## src/rtl/fetch_sequencer.sv

```systemverilog
// Instruction fetch sequencer: one outstanding imem request, redirect/kill handling, accepted-instruction counter.
// Optional build macro FETCH_MISALIGN_TRAP_EN turns misaligned redirects into a sticky trap instead of masking them.
module fetch_sequencer #(
  parameter int                       ADDRESS_WIDTH = 32,
  parameter logic [ADDRESS_WIDTH-1:0] RESET_PC      = '0
) (
  input  logic                     clk,
  input  logic                     rst,
  input  logic                     redirect_valid,
  input  logic [ADDRESS_WIDTH-1:0] redirect_target,
  output logic                     imem_req_valid,
  output logic [ADDRESS_WIDTH-1:0] imem_req_addr,
  input  logic                     imem_req_ready,
  input  logic                     imem_rsp_valid,
  input  logic [31:0]              imem_rsp_data,
  output logic                     if_valid,
  output logic [31:0]              if_instr,
  output logic [ADDRESS_WIDTH-1:0] if_pc,
  input  logic                     if_ready,
  output logic [31:0]              fetch_count,
  output logic                     misalign_trap
);

  // state | meaning
  // REQ   | request pc_q on imem, waiting for ready
  // WAIT  | request accepted, waiting for its response
  // DRAIN | request accepted but redirected; its response will be dropped
  // HOLD  | instruction presented to decode
  // TRAP  | misaligned redirect seen; frozen until reset
  typedef enum logic [2:0] {S_REQ, S_WAIT, S_DRAIN, S_HOLD, S_TRAP} state_t;

  localparam logic [31:0] NOP = 32'h0000_0013;

  state_t                   state_q, state_d;
  logic [ADDRESS_WIDTH-1:0] pc_q, pc_d;
  logic [ADDRESS_WIDTH-1:0] fetch_pc_q, fetch_pc_d;
  logic [31:0]              instr_q, instr_d;
  logic [31:0]              count_q, count_d;
  logic [ADDRESS_WIDTH-1:0] target;
  logic                     misaligned;
  logic                     redir_ok;
  logic                     redir_bad;

`ifdef FETCH_MISALIGN_TRAP_EN
  assign misaligned = |redirect_target[1:0];
`else
  logic misalign_unused;
  assign misalign_unused = |redirect_target[1:0];
  assign misaligned      = 1'b0;
`endif

  assign target    = {redirect_target[ADDRESS_WIDTH-1:2], 2'b00};
  assign redir_ok  = redirect_valid && !misaligned;
  assign redir_bad = redirect_valid && misaligned;

  always_ff @(posedge clk) begin
    if (rst) begin
      state_q    <= S_REQ;
      pc_q       <= RESET_PC;
      fetch_pc_q <= RESET_PC;
      instr_q    <= NOP;
      count_q    <= '0;
    end else begin
      state_q    <= state_d;
      pc_q       <= pc_d;
      fetch_pc_q <= fetch_pc_d;
      instr_q    <= instr_d;
      count_q    <= count_d;
    end
  end

  always_comb begin
    state_d    = state_q;
    pc_d       = pc_q;
    fetch_pc_d = fetch_pc_q;
    instr_d    = instr_q;
    count_d    = count_q;
    case (state_q)
      S_REQ: begin
        if (imem_req_ready) fetch_pc_d = pc_q;
        if (redir_bad) begin
          state_d = S_TRAP;
        end else if (redir_ok) begin
          pc_d = target;
          // a request that went out with the old pc must have its response dropped
          if (imem_req_ready) state_d = S_DRAIN;
        end else if (imem_req_ready) begin
          state_d = S_WAIT;
        end
      end
      S_WAIT: begin
        if (redir_bad) begin
          state_d = S_TRAP;
        end else if (redir_ok) begin
          pc_d    = target;
          state_d = imem_rsp_valid ? S_REQ : S_DRAIN;
        end else if (imem_rsp_valid) begin
          instr_d = imem_rsp_data;
          pc_d    = pc_q + ADDRESS_WIDTH'(4);
          state_d = S_HOLD;
        end
      end
      S_DRAIN: begin
        if (redir_bad) begin
          state_d = S_TRAP;
        end else begin
          if (redir_ok) pc_d = target;
          if (imem_rsp_valid) state_d = S_REQ;
        end
      end
      S_HOLD: begin
        if (redir_bad) begin
          state_d = S_TRAP;
        end else if (redir_ok) begin
          pc_d    = target;
          state_d = S_REQ;
        end else if (if_ready) begin
          count_d = count_q + 32'd1;
          state_d = S_REQ;
        end
      end
      S_TRAP: state_d = S_TRAP;
      default: state_d = S_REQ;
    endcase
  end

  assign imem_req_valid = (state_q == S_REQ);
  assign imem_req_addr  = pc_q;
  assign if_valid       = (state_q == S_HOLD);
  assign if_instr       = instr_q;
  assign if_pc          = fetch_pc_q;
  assign fetch_count    = count_q;

`ifdef FETCH_MISALIGN_TRAP_EN
  assign misalign_trap = (state_q == S_TRAP);
`else
  assign misalign_trap = 1'b0;
`endif

endmodule

```

## config.mk

```make
export PLATFORM = sky130hd
export DESIGN_NAME = fetch_sequencer
export DESIGN_NICKNAME = d
export VERILOG_FILES = /design/src/rtl/fetch_sequencer.sv
export SDC_FILE = /design/constraint.sdc
export NUM_CORES = 1
export LEC_CHECK = 0
export ABC_CLOCK_PERIOD_IN_PS = 4900
export CAP_MARGIN = 15
export CORE_MARGIN = 2
export CORE_UTILIZATION = 49
export CTS_BUF_LIST = sky130_fd_sc_hd__clkbuf_16
export DETAILED_ROUTE_END_ITERATION = 8
export GPL_TIMING_DRIVEN = 0
export PLACE_DENSITY = 0.92
export SLEW_MARGIN = 20
export SYNTH_ARGS = -nofsm -noshare
export SYNTH_HDL_FRONTEND = slang
export SYNTH_SLANG_ARGS = --single-unit
```

## constraint.sdc

```tcl
create_clock -name clk -period 4.9 [get_ports clk]
set_input_delay 0.98 -clock clk [delete_from_list [all_inputs] [get_ports clk]]
set_output_delay 0.98 -clock clk [all_outputs]
set_load 0.01 [all_outputs]
```

==> summary.md <==
| Metric | Value |
|---|---|
| Worst vdd ir | `about 220 µV` |
| Ratio of cells with drive above 1 in the final layout | `0.0701` |
| R2R cell count | `7` |
| Yosys cell types | `between 50 and 60` |
| Wire per inst | `between 15 and 20 µm` |
| FILL cells | `825` |
| Ports | `roughly 200` |
| Multi-input logic area | `0.00294 mm²` |
| Starting DRC count in detailed routing | `about 760` |
| Routability Congestion | `around 0.99` |
| Root buffer cell | `clkbuf_16` |
| # Max-Cap Violations | `0` |
| Fin nets | `between 1000 and 1500` |
| Cell-internal power | `about 2.0 mW` |
| Rows | `39` |
| Initial Util | `0.504` |
| Design area | `0.00845 mm²` |
| EDFF count, synth | `0` |
| Yosys top cell by area | `dfxtp_1` |
| CTS Sinks | `127` |
| Net Sw Power | `between 0.6 and 0.7 mW` |
| Power Dens Cells | `~320 mW/mm²` |
| Post-CTS Hold Fix Bufs | `0` |
| Die width | `~110 µm` |
| Fin util | `0.740` |
| Avg Inst Size Synth | `~7.9 µm²` |
| Ys async rst share | `0` |
| Required time of the critical path | `a little under 4000 ps` |
| Final count of negative-setup-slack endpoints | `0` |
| Clock power frac | `0.476` |
| First-pass GRT wire length | `31600 µm` |
| Syn. warnings | `0` |
| Register area | `about 0.0025 mm²` |
| Share of total power in combinational logic | `0.108` |
| Final period utilization | `0.653` |
| CTS tree | `done` |
| Die area | `~0.013 mm²` |
| Clk_lat worst skew | `410 ps` |
| Post-route total power | `about 2.7 mW` |
| Drt via density | `5.99` |
| CP Capture Type | `output port` |
| Residual DRC count | `0` |
| Max-slew headroom | `0.556` |
| CTS resizes | `0` |
| Min-delay worst type | `register to register` |
| Area grow syn2layout | `46.9%` |
| TritonCTS buffer count | `17` |
| Most common cell in the netlist | `nand2_1` |
| Clock Skew | `7.88 ps` |
| Vias in the first global route | `about 6300` |
| Max incr delay on CP | `580 ps` |
| Post-DRT Antenna Nets | `0` |
| Leak Pwr | `approximately 3 nW` |
| Flop pwr share | `0.416` |
| Switching Share | `0.251` |
| Core Box Area | `0.0114 mm²` |
| Largest net degree at the start of global routing | `17` |
| DP Worst Slack | `1730 ps` |
| Fmax | `0.312 GHz` |
| Reg2reg setup slack | `2560 ps` |
| Gr usage total | `0.313` |
| Hold Path Stages | `2` |
| Reg clk slew, reported paths | `around 60 ps` |
| Worst path arrival time | `2220 ps` |
| Worst setup margin | `1700 ps` |
| Antenna diode count | `0` |
| Yosys top cell area share | `0.442` |
| Postcts setup bufs | `0` |
| Worst Path Max Fanout | `10` |
| Setup TNS | `0 ps` |
| CP max-delay cell | `clkdlybuf4s50_1` |
| Post-Synthesis Cells | `about 730` |
| Type of origin of the critical path | `register` |
| Final Hold Fails | `0` |
| Grt ovf | `0` |
| Commonest cells in the netlist | `nand2_1, dfxtp_1, a21oi_1` |
| Routed wire length | `between 20000 and 25000 µm` |
| Unrepaired setup endpoints after global routing | `false` |
| Area contributors post-synth | `dfxtp_1, nand2_1, a21oi_1` |
| Max Slew Vio Count | `0` |
| Htree depth | `4` |
| Dpl cell area | `0.00786 mm²` |
| Worst-Margin Slew | `~660 ps` |
| Synth Cell Area | `between 0.005 and 0.006 mm²` |
| Antenna violations before repair | `0` |
| Worst Path Class, Setup | `register to output port` |
| Status | `finished, final reports clean` |
| Worst path cell trace | `inv_1 -> clkbuf_1 -> and3_1 -> clkdlybuf4s50_1` |
| Number of synthesized register bits | `~130` |
| Min Tclk post-route | `approximately 3200 ps` |
| Vias | `roughly 6600` |
| Clock buffer depth | `2` |
| Die Y | `approximately 110 µm` |
| Drt first pass iters | `7` |
| Ys flop type | `dfxtp_1` |
| DPL Wire Length | `around 14000 µm` |
| Register area share after synthesis | `0.442` |
| Buffers on Ports | `roughly 190` |
path summary, 6_finish.rpt:
path	start	to
setup / recovery	state_q[2]	if_valid
hold / removal	if_instr[9]	if_instr[9]
setup reg to reg	imem_req_addr[2]	imem_req_addr[30]
hold reg to reg	if_instr[9]	if_instr[9]
registers in the layout, indices dropped and copies added (netlist names):
name           cells
state_q            3
fetch_count       32
if_pc             30
imem_req_addr     30
if_instr          32
routing by layer:
metal,up-vias,global-route usage,routed length (µm)
met2,484,0.508,9470
met1,3006,0.390,7630
met3,109,0.0778,2290
li1,2989,-,-
met5,-,0,0
met4,0,0.154,904
power groups by stage:
stage	registers [mW]	logic, mW	clock network [mW]
after global placement	1.13	0.276	0
after detailed placement	1.13	0.281	0
after floorplan	1.13	0.113	0
final	1.11	0.290	1.28
after CTS	1.11	0.285	1.28
after global routing	1.11	0.307	1.33
per-stage QoR:
step	hold WS [ps]	cells
6_report	452	1099
2_1_floorplan	481	733
4_1_cts	454	1099
5_1_grt	474	1099
3_5_place_dp	446	1067
3_3_place_gp	441	1067
placed cells by master, fill, tap and decap left out, types with 3 or more instances in the layout:
cell,n
nand3_1,28
a32oi_1,6
nand4_1,29
buf_4,6
dfxtp_1,127
xnor2_1,5
a21o_1,4
nor4_1,8
a31oi_1,6
xor2_1,25
a311oi_1,4
o21ai_0,20
and2_1,9
clkinv_2,3
nor2_1,53
clkbuf_1,32
clkbuf_16,17
or3_1,8
o31ai_1,6
inv_1,8
conb_1,5
a211oi_1,7
bufinv_16,3
buf_2,17
clkdlybuf4s50_1,191
nand2_1,159
and3_1,13
o211ai_1,5
or2_2,4
nor3_1,10
clkinvlp_4,4
a21oi_1,83
and4_1,11
worst max-delay path: cells and delay by family (launching register included):
family | cells | cell delay, ps
buffers and inverters | 3 | 1160
DFF | 1 | 380
and+or+nand+nor | 1 | 260
cells by family (layout without fill, tap and decap cells):
| kind of cell | count (synthesis) | after routing | share of synthesized area |
|---|---|---|---|
| flip-flops | 127 | 127 | 0.442 |
| adder cells (fa/ha/maj) | 2 | 2 | 0.00435 |
| other | 1 | 5 | 0.000652 |
| AO/OA/AOI/OAI | 153 | 153 | 0.157 |
| AND/OR/NAND/NOR | 351 | 351 | 0.298 |
| multiplexers | 2 | 2 | 0.00370 |
| XOR/XNOR | 30 | 30 | 0.0457 |
| buffers and inverters | 63 | 286 | 0.0487 |
layout make-up:
| class | instances | area share |
|---|---|---|
| Clock inverter | 15 | 0.0200 |
| Buffer | 55 | 0.0296 |
| Tap cell | 143 | 0.0212 |
| Multi-Input combinational cell | 543 | 0.348 |
| Sequential cell | 127 | 0.301 |
| Inverter | 8 | 0.00355 |
| Clock buffer | 17 | 0.0503 |
| Timing Repair Buffer | 191 | 0.226 |
Power figures use the tool's default switching activity.
